$ cat src/rtl/regfile_writeback_queue_pkg.sv
// Shared definitions for the register-file write-back path: default widths
// (matching the register file) and the queued {address, data} entry.
package regfile_writeback_queue_pkg;

    localparam int unsigned RF_DATA_WIDTH = 16;
    localparam int unsigned RF_ADDR_WIDTH = 8;

    typedef struct packed {
        logic [RF_ADDR_WIDTH-1:0] address;
        logic [RF_DATA_WIDTH-1:0] data;
    } entry_t;

endpackage

$ cat src/rtl/regfile_writeback_queue_if.sv
// Producer, decode-query and RAM write-port signals of the write-back queue.
interface regfile_writeback_queue_if
    import regfile_writeback_queue_pkg::*;
#(
    parameter int unsigned DATA_WIDTH = RF_DATA_WIDTH,
    parameter int unsigned ADDR_WIDTH = RF_ADDR_WIDTH
) ();

    logic                  iAluValid;
    logic [ADDR_WIDTH-1:0] iAluAddress;
    logic [DATA_WIDTH-1:0] iAluData;
    logic                  oAluReady;
    logic                  iMulValid;
    logic [ADDR_WIDTH-1:0] iMulAddress;
    logic [DATA_WIDTH-1:0] iMulData;
    logic                  oMulReady;
    logic [ADDR_WIDTH-1:0] iQueryAddress0;
    logic [ADDR_WIDTH-1:0] iQueryAddress1;
    logic                  oHazard0;
    logic                  oHazard1;
    logic                  oWriteEnable;
    logic [ADDR_WIDTH-1:0] oWriteAddress;
    logic [DATA_WIDTH-1:0] oWriteData;
    logic                  oEmpty;

    modport master (
        output iAluValid, iAluAddress, iAluData,
        output iMulValid, iMulAddress, iMulData,
        output iQueryAddress0, iQueryAddress1,
        input  oAluReady, oMulReady, oHazard0, oHazard1,
        input  oWriteEnable, oWriteAddress, oWriteData, oEmpty
    );

    modport slave (
        input  iAluValid, iAluAddress, iAluData,
        input  iMulValid, iMulAddress, iMulData,
        input  iQueryAddress0, iQueryAddress1,
        output oAluReady, oMulReady, oHazard0, oHazard1,
        output oWriteEnable, oWriteAddress, oWriteData, oEmpty
    );

endinterface

$ cat src/rtl/regfile_writeback_fifo.sv
// Circular buffer accepting up to two pushes (a before b) and one pop per edge,
// with two address-match ports covering only the occupied slots.
module regfile_writeback_fifo
    import regfile_writeback_queue_pkg::*;
#(
    parameter  int unsigned DEPTH = 4,
    localparam int unsigned CW    = $clog2(DEPTH + 1)
) (
    input  logic                     clk,
    input  logic                     rst,
    input  logic                     push_a,
    input  entry_t                   entry_a,
    input  logic                     push_b,
    input  entry_t                   entry_b,
    input  logic                     pop,
    output entry_t                   head,
    output logic [CW-1:0]            count,
    input  logic [RF_ADDR_WIDTH-1:0] query0,
    input  logic [RF_ADDR_WIDTH-1:0] query1,
    output logic                     match0,
    output logic                     match1
);

    localparam int unsigned PW = $clog2(DEPTH);

    entry_t        mem [DEPTH];
    logic [PW-1:0] rd_ptr;
    logic [PW-1:0] wr_ptr;
    logic [PW-1:0] offset;

    always_ff @(posedge clk) begin
        if (rst) begin
            rd_ptr <= '0;
            wr_ptr <= '0;
            count  <= '0;
        end else begin
            rd_ptr <= rd_ptr + PW'(pop);
            wr_ptr <= wr_ptr + PW'(push_a) + PW'(push_b);
            count  <= count + CW'(push_a) + CW'(push_b) - CW'(pop);
        end
    end

    // Storage is not reset; occupancy alone decides which slots are meaningful.
    always_ff @(posedge clk) begin
        if (!rst) begin
            if (push_a) mem[wr_ptr] <= entry_a;
            if (push_b) mem[wr_ptr + PW'(1)] <= entry_b;
        end
    end

    assign head = mem[rd_ptr];

    // A slot is occupied when its distance from the read pointer is below count.
    always_comb begin
        match0 = 1'b0;
        match1 = 1'b0;
        offset = '0;
        for (int unsigned i = 0; i < DEPTH; i++) begin
            offset = PW'(i) - rd_ptr;
            if (CW'(offset) < count) begin
                if (mem[i].address == query0) match0 = 1'b1;
                if (mem[i].address == query1) match1 = 1'b1;
            end
        end
    end

endmodule

$ cat src/rtl/regfile_writeback_queue.sv
// Write-back queue: merges ALU and multiplier results (ALU first) into a FIFO
// drained one entry per cycle into registered RAM write-port outputs.
module regfile_writeback_queue
    import regfile_writeback_queue_pkg::*;
#(
    parameter int unsigned DATA_WIDTH = RF_DATA_WIDTH,
    parameter int unsigned ADDR_WIDTH = RF_ADDR_WIDTH,
    parameter int unsigned DEPTH      = 4
) (
    input logic                      Clock,
    input logic                      Reset,
    regfile_writeback_queue_if.slave bus
);

    localparam int unsigned CW = $clog2(DEPTH + 1);

    logic [CW-1:0]         count;
    logic [CW-1:0]         free;
    logic                  alu_ready;
    logic                  mul_ready;
    logic                  alu_push;
    logic                  mul_push;
    logic                  push_a;
    logic                  push_b;
    logic                  pop;
    entry_t                alu_entry;
    entry_t                mul_entry;
    entry_t                entry_a;
    entry_t                head;
    logic                  write_enable;
    logic [ADDR_WIDTH-1:0] write_address;
    logic [DATA_WIDTH-1:0] write_data;

    assign alu_entry = '{address: RF_ADDR_WIDTH'(bus.iAluAddress), data: RF_DATA_WIDTH'(bus.iAluData)};
    assign mul_entry = '{address: RF_ADDR_WIDTH'(bus.iMulAddress), data: RF_DATA_WIDTH'(bus.iMulData)};

    // Free space ignores a same-cycle pop; the multiplier yields the last slot to the ALU.
    always_comb begin
        free      = CW'(DEPTH) - count;
        alu_ready = !Reset && (free >= CW'(1));
        mul_ready = !Reset && ((free >= CW'(2)) || ((free == CW'(1)) && !bus.iAluValid));
        alu_push  = bus.iAluValid && alu_ready;
        mul_push  = bus.iMulValid && mul_ready;
        push_a    = alu_push || mul_push;
        push_b    = alu_push && mul_push;
        entry_a   = alu_push ? alu_entry : mul_entry;
        pop       = (count != '0);
    end

    regfile_writeback_fifo #(
        .DEPTH (DEPTH)
    ) u_fifo (
        .clk     (Clock),
        .rst     (Reset),
        .push_a  (push_a),
        .entry_a (entry_a),
        .push_b  (push_b),
        .entry_b (mul_entry),
        .pop     (pop),
        .head    (head),
        .count   (count),
        .query0  (RF_ADDR_WIDTH'(bus.iQueryAddress0)),
        .query1  (RF_ADDR_WIDTH'(bus.iQueryAddress1)),
        .match0  (bus.oHazard0),
        .match1  (bus.oHazard1)
    );

    // RAM write port; address and data hold their last values while idle.
    always_ff @(posedge Clock) begin
        if (Reset) begin
            write_enable  <= 1'b0;
            write_address <= '0;
            write_data    <= '0;
        end else if (pop) begin
            write_enable  <= 1'b1;
            write_address <= ADDR_WIDTH'(head.address);
            write_data    <= DATA_WIDTH'(head.data);
        end else begin
            write_enable  <= 1'b0;
        end
    end

    assign bus.oAluReady     = alu_ready;
    assign bus.oMulReady     = mul_ready;
    assign bus.oWriteEnable  = write_enable;
    assign bus.oWriteAddress = write_address;
    assign bus.oWriteData    = write_data;
    assign bus.oEmpty        = Reset || ((count == '0) && !write_enable);

endmodule

$ cat src/flat_wrapper.sv
// flat-port wrapper written by rule: the top's interface ports become plain ports
module regfile_writeback_queue_flat import regfile_writeback_queue_pkg::*;
#(
    parameter int unsigned DATA_WIDTH = RF_DATA_WIDTH,
    parameter int unsigned ADDR_WIDTH = RF_ADDR_WIDTH,
    parameter int unsigned DEPTH      = 4
)
  (Clock, Reset, bus_iAluValid, bus_iAluAddress, bus_iAluData, bus_iMulValid, bus_iMulAddress, bus_iMulData, bus_iQueryAddress0, bus_iQueryAddress1, bus_oAluReady, bus_oMulReady, bus_oHazard0, bus_oHazard1, bus_oWriteEnable, bus_oWriteAddress, bus_oWriteData, bus_oEmpty);
  regfile_writeback_queue_if #(.DATA_WIDTH(DATA_WIDTH), .ADDR_WIDTH(ADDR_WIDTH)) bus_i ();
  input logic Clock;
  input logic Reset;
  input wire logic [$bits(bus_i.iAluValid)-1:0] bus_iAluValid;
  input wire logic [$bits(bus_i.iAluAddress)-1:0] bus_iAluAddress;
  input wire logic [$bits(bus_i.iAluData)-1:0] bus_iAluData;
  input wire logic [$bits(bus_i.iMulValid)-1:0] bus_iMulValid;
  input wire logic [$bits(bus_i.iMulAddress)-1:0] bus_iMulAddress;
  input wire logic [$bits(bus_i.iMulData)-1:0] bus_iMulData;
  input wire logic [$bits(bus_i.iQueryAddress0)-1:0] bus_iQueryAddress0;
  input wire logic [$bits(bus_i.iQueryAddress1)-1:0] bus_iQueryAddress1;
  output wire logic [$bits(bus_i.oAluReady)-1:0] bus_oAluReady;
  output wire logic [$bits(bus_i.oMulReady)-1:0] bus_oMulReady;
  output wire logic [$bits(bus_i.oHazard0)-1:0] bus_oHazard0;
  output wire logic [$bits(bus_i.oHazard1)-1:0] bus_oHazard1;
  output wire logic [$bits(bus_i.oWriteEnable)-1:0] bus_oWriteEnable;
  output wire logic [$bits(bus_i.oWriteAddress)-1:0] bus_oWriteAddress;
  output wire logic [$bits(bus_i.oWriteData)-1:0] bus_oWriteData;
  output wire logic [$bits(bus_i.oEmpty)-1:0] bus_oEmpty;
  assign bus_i.iAluValid = bus_iAluValid;
  assign bus_i.iAluAddress = bus_iAluAddress;
  assign bus_i.iAluData = bus_iAluData;
  assign bus_i.iMulValid = bus_iMulValid;
  assign bus_i.iMulAddress = bus_iMulAddress;
  assign bus_i.iMulData = bus_iMulData;
  assign bus_i.iQueryAddress0 = bus_iQueryAddress0;
  assign bus_i.iQueryAddress1 = bus_iQueryAddress1;
  assign bus_oAluReady = bus_i.oAluReady;
  assign bus_oMulReady = bus_i.oMulReady;
  assign bus_oHazard0 = bus_i.oHazard0;
  assign bus_oHazard1 = bus_i.oHazard1;
  assign bus_oWriteEnable = bus_i.oWriteEnable;
  assign bus_oWriteAddress = bus_i.oWriteAddress;
  assign bus_oWriteData = bus_i.oWriteData;
  assign bus_oEmpty = bus_i.oEmpty;
  regfile_writeback_queue #(.DATA_WIDTH(DATA_WIDTH), .ADDR_WIDTH(ADDR_WIDTH), .DEPTH(DEPTH)) u_core (.Clock(Clock), .Reset(Reset), .bus(bus_i));
endmodule
$ cat config.mk
export PLATFORM = sky130hd
export DESIGN_NAME = regfile_writeback_queue_flat
export DESIGN_NICKNAME = d
export VERILOG_FILES = /design/src/rtl/regfile_writeback_queue_pkg.sv /design/src/rtl/regfile_writeback_queue_if.sv /design/src/rtl/regfile_writeback_fifo.sv /design/src/rtl/regfile_writeback_queue.sv /design/src/flat_wrapper.sv
export SDC_FILE = /design/constraint.sdc
export NUM_CORES = 1
export LEC_CHECK = 0
export CAP_MARGIN = 20
export CORE_AREA = 2 2 142 110
export DETAILED_ROUTE_END_ITERATION = 10
export DIE_AREA = 0 0 144 112
export PLACE_DENSITY = 0.81
export SYNTH_ARGS = -nofsm -noshare
export SYNTH_HDL_FRONTEND = slang
export SYNTH_SLANG_ARGS = --single-unit
$ cat constraint.sdc
create_clock -name Clock -period 9.4 [get_ports Clock]
set_clock_uncertainty 0.05 [all_clocks]
set_input_delay 1.41 -clock Clock [delete_from_list [all_inputs] [get_ports Clock]]
set_output_delay 1.41 -clock Clock [all_outputs]
set_load 0.005 [all_outputs]
==> impl_summary.log, run 1 <==
[metrics] Detailed Route Iter0 Violations: ~320
[metrics] total via count in the routed design: between 4000 and 5000
[metrics] maximum clock path buffer count: 2
[metrics] Lkg Pwr: between 0.003 and 0.004 uW
[metrics] routability congestion estimate from global placement: between 0.9 and 1
[metrics] YS warnings: 0
[metrics] Req. time, crit path: slightly below 8 ns
[metrics] cell types occupying the most area after synthesis: edfxtp_1, mux2_4, dfxtp_1, xor2_1, mux4_2
[metrics] htree depth: 4
[metrics] Inserted Diodes: 0
[metrics] type of the tightest min-delay check: flop to flop
[metrics] detailed-route wire length: 17370 um
[metrics] post-synthesis instance area: 7218 sq um
[metrics] Post-synth ARST share: 0%
[metrics] type of element capturing the critical path: primary output
[metrics] Crit path arrival time: between 3 and 4 ns
[metrics] post-synth top area share: ~40%
[metrics] Final Non-Filler Cells: 824
[metrics] clock-pin slew on the worst setup and hold paths: roughly 0.05 ns
[metrics] sum of negative setup slack: 0 ns
[metrics] sink count of the clock tree: approximately 130
[metrics] max-slew violation total from the final report: 0
[metrics] maximum number of pins on one net before global-route repair: 38
[metrics] Post-layout nets: slightly below 700
[metrics] quantity of gates resized following cts: 0
[metrics] setup repair after global routing missed its margin: false
[metrics] worst hold slack after final layout: a little over 0.4 ns
[metrics] Die ar.: ~16000 sq um
[metrics] cell with the most instances after synthesis: edfxtp_1
[metrics] floorplan die height: approximately 110 um
[metrics] final count of negative-setup-slack endpoints: 0
[metrics] later-pin clock latency in the skew report: 0.41 ns
[metrics] type of the setup path with the least slack: flop to primary output
[metrics] sort of element at the start of the critical path: flop
[metrics] Rows: 39
[metrics] net count of the mapped netlist: between 500 and 600
[metrics] routed len/inst: 21.08 um
[metrics] GRT overflow: 0
[metrics] number of instances in the placed design: about 790
[metrics] sequential share of the synthesized area: between 40% and 50%
[metrics] area of the core: roughly 15000 sq um
[metrics] remaining antenna violation count after routing: 0
[metrics] TritonCTS Buffers: 17
[metrics] Layout fillers: around 1100
[metrics] Avg Inst Size Synth: about 14 sq um
[metrics] top post-synthesis cells by count: edfxtp_1, mux2_4, xor2_1, nand2_1, dfxtp_1
[metrics] wire length of the first global-routing pass: roughly 27000 um
[metrics] initial cell density of the core: approximately 49%
[metrics] synthesized netlist cell count: approximately 500
[metrics] Hold Buf Count CTS: 0
[metrics] layout overhead on the synthesized area: 23.89%
[metrics] post-route clock period utilization: around 58%
[metrics] slew at the pin closest to its max-slew limit: a little under 1 ns
[metrics] number of enable flip-flop cells after synthesis: 96
[metrics] ratio of cells with drive above 1 in the final layout: about 28%
[metrics] outcome: completed
[metrics] overall die width: 144 um
[metrics] Fin. Hold Viols: 0
[metrics] total of buffers placed on input and output ports: 97
[metrics] count of maximum capacitance violations: 0
[metrics] CTS tree: done
[metrics] DRC errors left: 0
[metrics] Boundary Pins: 98
[metrics] highest fanout seen on the critical path: 27
[metrics] cell at the root of the clock tree: clkbuf_16
[metrics] library cell occupying the most area in the post-synthesis netlist: edfxtp_1
[metrics] headroom to the max-slew limit: between 30% and 40%
[metrics] #FFs+latches synth: about 130
[metrics] 1st-pass router iterations: 6
[metrics] via count of the first global-routing pass: between 4000 and 5000
[metrics] detailed-placement wirelength estimate: approximately 12000 um
[metrics] worst ir drop on vdd: ~0.00014 V
[metrics] antenna violations before repair: 0
[metrics] power per unit of standard cell area: approximately 290 nW/um^2
[metrics] via density per instance: 5.477
[metrics] number of distinct standard cells referenced by the synthesized netlist: 38
[metrics] highest clock frequency the design can meet: around 180 MHz
[metrics] aggregate global-route resource usage: 22.41%
[metrics] number of post-CTS setup repair buffers: 0
[metrics] most used flip-flop cell after synthesis: edfxtp_1
[metrics] post-layout power: roughly 2600 uW
[metrics] post-layout minimum cycle time: between 5 and 6 ns
==> path summary, 6_finish.rpt <==
kind | slack (ns) | cells after the start | from | to
max | 3.97 | 6 | u_core.u_fifo.count[1]$_SDFF_PP0_ | bus_oEmpty
min | 0.41 | 2 | u_core.bus.oWriteAddress[7]$_SDFFE_PP0N_ | u_core.bus.oWriteAddress[7]$_SDFFE_PP0N_
max reg2reg | 4.88 | 10 | u_core.u_fifo.count[1]$_SDFF_PP0_ | u_core.u_fifo.count[2]$_SDFF_PP0_
min reg2reg | 0.41 | 2 | u_core.bus.oWriteAddress[7]$_SDFFE_PP0N_ | u_core.bus.oWriteAddress[7]$_SDFFE_PP0N_
==> flip-flops by register name, indices dropped and copies added, names as in the netlist <==
register                  cells
u_core.u_fifo.wr_ptr          2
u_core.bus.oWriteEnable       1
u_core.u_fifo.rd_ptr          2
u_core.bus.oWriteAddress      8
u_core.u_fifo.count           3
u_core.bus.oWriteData        16
u_core.u_fifo.mem            96
==> per-stage QoR <==
step	setup WS [ns]	util, %	area (sq um)
5_1_grt	3.611	60.48	8942
6_report	3.974	60.48	8942
3_3_place_gp	4.239	56.74	8389
2_1_floorplan	5.379	-	7218
4_1_cts	3.953	60.48	8942
3_5_place_dp	4.346	56.74	8389
==> report_power, final <==
part	switching, uW	leakage [uW]	internal [uW]
logic	542	0.00201	535
registers	97.3	0.00114	802
clock network	234	0.000269	383
==> logic make-up (layout without fill, tap and decap cells) <==
family                   Yosys count  count (layout)  share of synthesized area (%)
flip-flops                       128             128                          48.81
buffers and inverters             34             151                          2.860
adder cells (fa/ha/maj)           13              13                          2.565
AND/OR/NAND/NOR                   97              97                          6.847
XOR/XNOR                          69              69                          8.372
multiplexers                     120             120                          26.63
AO/OA/AOI/OAI                     41              41                          3.917
==> layer usage <==
layer	global-route usage, %	part of all wire, %	up-vias
li1	-	-	2073
met1	30.04	43	2246
met2	37.05	50	170
met3	4.516	6.1	24
met4	6.601	1.5	0
met5	0	0	-
==> cell type report <==
type	instances	area [sq um]	share of cell area, %
Clock buffer	18	429.2	4.799
Clock inverter	14	123.9	1.385
Inverter	11	41.29	0.4617
Multi-Input combinational cell	340	3513	39.29
Sequential cell	128	3525	39.42
Tap cell	205	256.5	2.868
Timing Repair Buffer	108	1054	11.78
==> layout by cell type (no fill, tap or decap), drive strengths merged, types with 6 or more instances in the layout <==
master | Yosys | final
nand3 | 8 | 8
ha | 10 | 10
clkbuf | 10 | 18
a21oi | 25 | 25
inv | 10 | 10
mux4 | 24 | 24
buf | 13 | 11
nor2 | 7 | 7
nor2b | 6 | 6
clkdlybuf4s50 | 0 | 97
edfxtp | 96 | 96
dfxtp | 32 | 32
xor2 | 65 | 65
o21ai | 6 | 6
nor4 | 16 | 16
nand2 | 52 | 52
mux2 | 96 | 96
clkinv | 1 | 11
==> critical path: stages (launching register included) <==
cell,delay [ns]
dfxtp_1,0.34
inv_1,0.21
ha_1,0.20
ha_1,0.80
clkinv_1,1.07
o21bai_1,0.38
clkdlybuf4s50_1,0.54
No activity file was read; power rests on OpenSTA's default activity.
==> run 2: changes to the inputs <==
==> constraint.sdc (replaced) <==
create_clock -name Clock -period 5.34 [get_ports Clock]
set_clock_uncertainty 0.05 [all_clocks]
set_input_delay 0.801 -clock Clock [delete_from_list [all_inputs] [get_ports Clock]]
set_output_delay 0.801 -clock Clock [all_outputs]
set_load 0.005 [all_outputs]
==> impl_summary.log, run 2 (synthesized netlist as in run 1, its figures left out) <==
[metrics] GRT overflow: 0 (unchanged)
[metrics] worst slack at placement: 1.299 ns (-3.047 ns)
[metrics] fraction of power spent switching nets: 33.13% (-0.54 points)
[metrics] maximum clock path buffer count: 2 (unchanged)
[metrics] Die ar.: 16130 sq um (unchanged)
[metrics] routability congestion estimate from global placement: 0.9379 (+3.9%)
[metrics] post-layout minimum cycle time: 3.907 ns
[metrics] Clk pwr share: 24.2% (+0.4 points)
[metrics] aggregate global-route resource usage: 22.24% (-0.17 points)
[metrics] routed len/inst: 20.57 um (-2.4%)
[metrics] sort of element at the start of the critical path: flop
[metrics] CTS tree: done
[metrics] initial cell density of the core: 48.82% (unchanged)
[metrics] share of power burned in combinational logic: 41.1% (-0.4 points)
[metrics] total of buffers placed on input and output ports: 97 (unchanged)
[metrics] cell family with most CP delay: adder cells
[metrics] Post-layout nets: 688 (+0.15%)
[metrics] outcome: completed
[metrics] slew at the pin closest to its max-slew limit: 0.8952 ns (-0.09454 ns)
[metrics] later-pin clock latency in the skew report: 0.42 ns (about the same)
[metrics] number of instances in the placed design: 793 (+0.13%)
[metrics] sink count of the clock tree: 128 (unchanged)
[metrics] layout overhead on the synthesized area: 24.18%
[metrics] antenna violations before repair: 1 (+1)
[metrics] overall die width: 144 um (unchanged)
[metrics] register share of total power: 34.7% (about the same)
[metrics] worst path buffer plus inverter count: 2 (-1)
[metrics] clock-pin slew on the worst setup and hold paths: 0.06 ns (about the same)
[metrics] floorplan die height: 112 um (unchanged)
[metrics] detailed-route wire length: 16990 um (-2.2%)
[metrics] ratio of cells with drive above 1 in the final layout: 27.90% (+0.12 points)
[metrics] most frequent cells in the layout: clkdlybuf4s50_1, edfxtp_1, mux2_4, xor2_1, nand2_1
[metrics] remaining antenna violation count after routing: 0 (unchanged)
[metrics] Fin. Hold Viols: 0 (unchanged)
[metrics] largest register by flop count: u_core.u_fifo.mem
[metrics] setup repair after global routing missed its margin: false
[metrics] power per unit of standard cell area: 508.3 nW/um^2 (+75%)
[metrics] Detailed Route Iter0 Violations: 349 (+7.7%)
[metrics] most common cell after layout, fill and taps aside: clkdlybuf4s50_1
[metrics] via count of the first global-routing pass: 4887 (+3.4%)
[metrics] type of element capturing the critical path: flop
[metrics] DRC errors left: 0 (unchanged)
[metrics] delay of the slowest critical-path stage: 0.53 ns (-0.54 ns)
[metrics] count of maximum capacitance violations: 0 (unchanged)
[metrics] maximum number of pins on one net before global-route repair: 38 (unchanged)
[metrics] Req. time, crit path: 5.58 ns (-2.36 ns)
[metrics] wire length of the first global-routing pass: 26500 um (-0.42%)
[metrics] detailed-placement wirelength estimate: 12000 um (-1.2%)
[metrics] total via count in the routed design: 4538 (+0.55%)
[metrics] internal power component: 3047 uW (+77%)
[metrics] via density per instance: 5.494 (+0.31%)
[metrics] post-route clock period utilization: 73.16%
[metrics] Most common cell on crit path: ha_1
[metrics] Final Non-Filler Cells: 826 (+0.24%)
[metrics] TritonCTS Buffers: 17 (unchanged)
[metrics] sum of negative setup slack: 0 ns (unchanged)
[metrics] Lkg Pwr: 0.003424 uW (+0.12%)
[metrics] final count of negative-setup-slack endpoints: 0 (unchanged)
[metrics] 1st-pass router iterations: 4 (-2)
[metrics] standard cell with the maximum stage delay on the critical path: dfxtp_1
[metrics] slack of the critical path: 1.433 ns (-2.541 ns)
[metrics] Switching Power: 1509 uW (+73%)
[metrics] cell at the root of the clock tree: clkbuf_16
[metrics] Rows: 39 (unchanged)
[metrics] Hold Buf Count CTS: 0 (unchanged)
[metrics] max FFs per register: 96 (unchanged)
[metrics] max-slew violation total from the final report: 0 (unchanged)
[metrics] quantity of gates resized following cts: 0 (unchanged)
[metrics] highest fanout seen on the critical path: 7 (-74%)
[metrics] worst ir drop on vdd: 0.0002360 V (+67%)
[metrics] number of post-CTS setup repair buffers: 0 (unchanged)
[metrics] htree depth: 4 (unchanged)
[metrics] type of the tightest min-delay check: flop to flop
[metrics] area of the core: 14790 sq um (unchanged)
[metrics] headroom to the max-slew limit: 39.95% (+5.9 points)
[metrics] highest clock frequency the design can meet: about 260 MHz
[metrics] Boundary Pins: 98 (unchanged)
[metrics] type of the setup path with the least slack: flop to flop
[metrics] Crit path arrival time: 4.15 ns (+0.18 ns)
[metrics] critical-path cell list: inv_1 > ha_1 > ha_1 > nor4b_4 > nor3b_4 > nand3b_1 > ha_1 > inv_1 > fa_1 > fa_1 > xnor2_1 > nor2_1
[run 2: worst min-delay path: cells and delay by family (launching register included)]
kind	cells	cell delay (ns)
AO/OA/AOI/OAI	1	0.05
flip-flops	1	0.30
AND/OR/NAND/NOR	1	0.06
[run 2: area by class of cell]
type	instances	area, sq um
Clock inverter	12	117.6
Antenna cell	1	2.502
Clock buffer	20	446.7
Timing Repair Buffer	109	1061
Fill cell	1090	5822
Inverter	11	41.29
Sequential cell	128	3525
Multi-Input combinational cell	340	3513
Tap cell	205	256.5
[run 2: through the flow]
step	instance area, sq um	hold WS (ns)	util [%]	total power (uW)
final	8964	0.4057	60.62	4557
after global routing	8961	0.4320	60.61	4785
after CTS	8961	0.4096	60.61	4579
after detailed placement	8397	0.4060	56.79	3474
after global placement	8397	0.3919	56.79	3391
after floorplan	7218	0.3983	-	2823
[run 2: power groups by stage]
stage / clock network (uW) / logic (uW) / registers, uW
after global placement: 0 / 1820 / 1580
after CTS: 1110 / 1890 / 1580
after floorplan: 0 / 1270 / 1550
after global routing: 1160 / 2020 / 1610
final: 1100 / 1870 / 1580
after detailed placement: 0 / 1880 / 1590
[run 2: path summary, 6_finish.rpt]
kind	slack (ns)	start	endpoint	cells past startpoint
max	1.43	u_core.u_fifo.count[0]$_SDFF_PP0_	u_core.u_fifo.count[2]$_SDFF_PP0_	12
min	0.41	u_core.bus.oWriteData[12]$_SDFFE_PP0N_	u_core.bus.oWriteData[12]$_SDFFE_PP0N_	2
max reg2reg	1.43	u_core.u_fifo.count[0]$_SDFF_PP0_	u_core.u_fifo.count[2]$_SDFF_PP0_	12
min reg2reg	0.41	u_core.bus.oWriteData[12]$_SDFFE_PP0N_	u_core.bus.oWriteData[12]$_SDFFE_PP0N_	2
[run 2: metal layers]
layer | up-vias | GRT usage (%) | part of all wire, %
li1 | 2080 | - | -
met1 | 2262 | 28.58 | 43
met2 | 167 | 37.05 | 49
met3 | 29 | 4.774 | 6.2
met4 | 0 | 8.366 | 1.9
met5 | - | 0 | 0
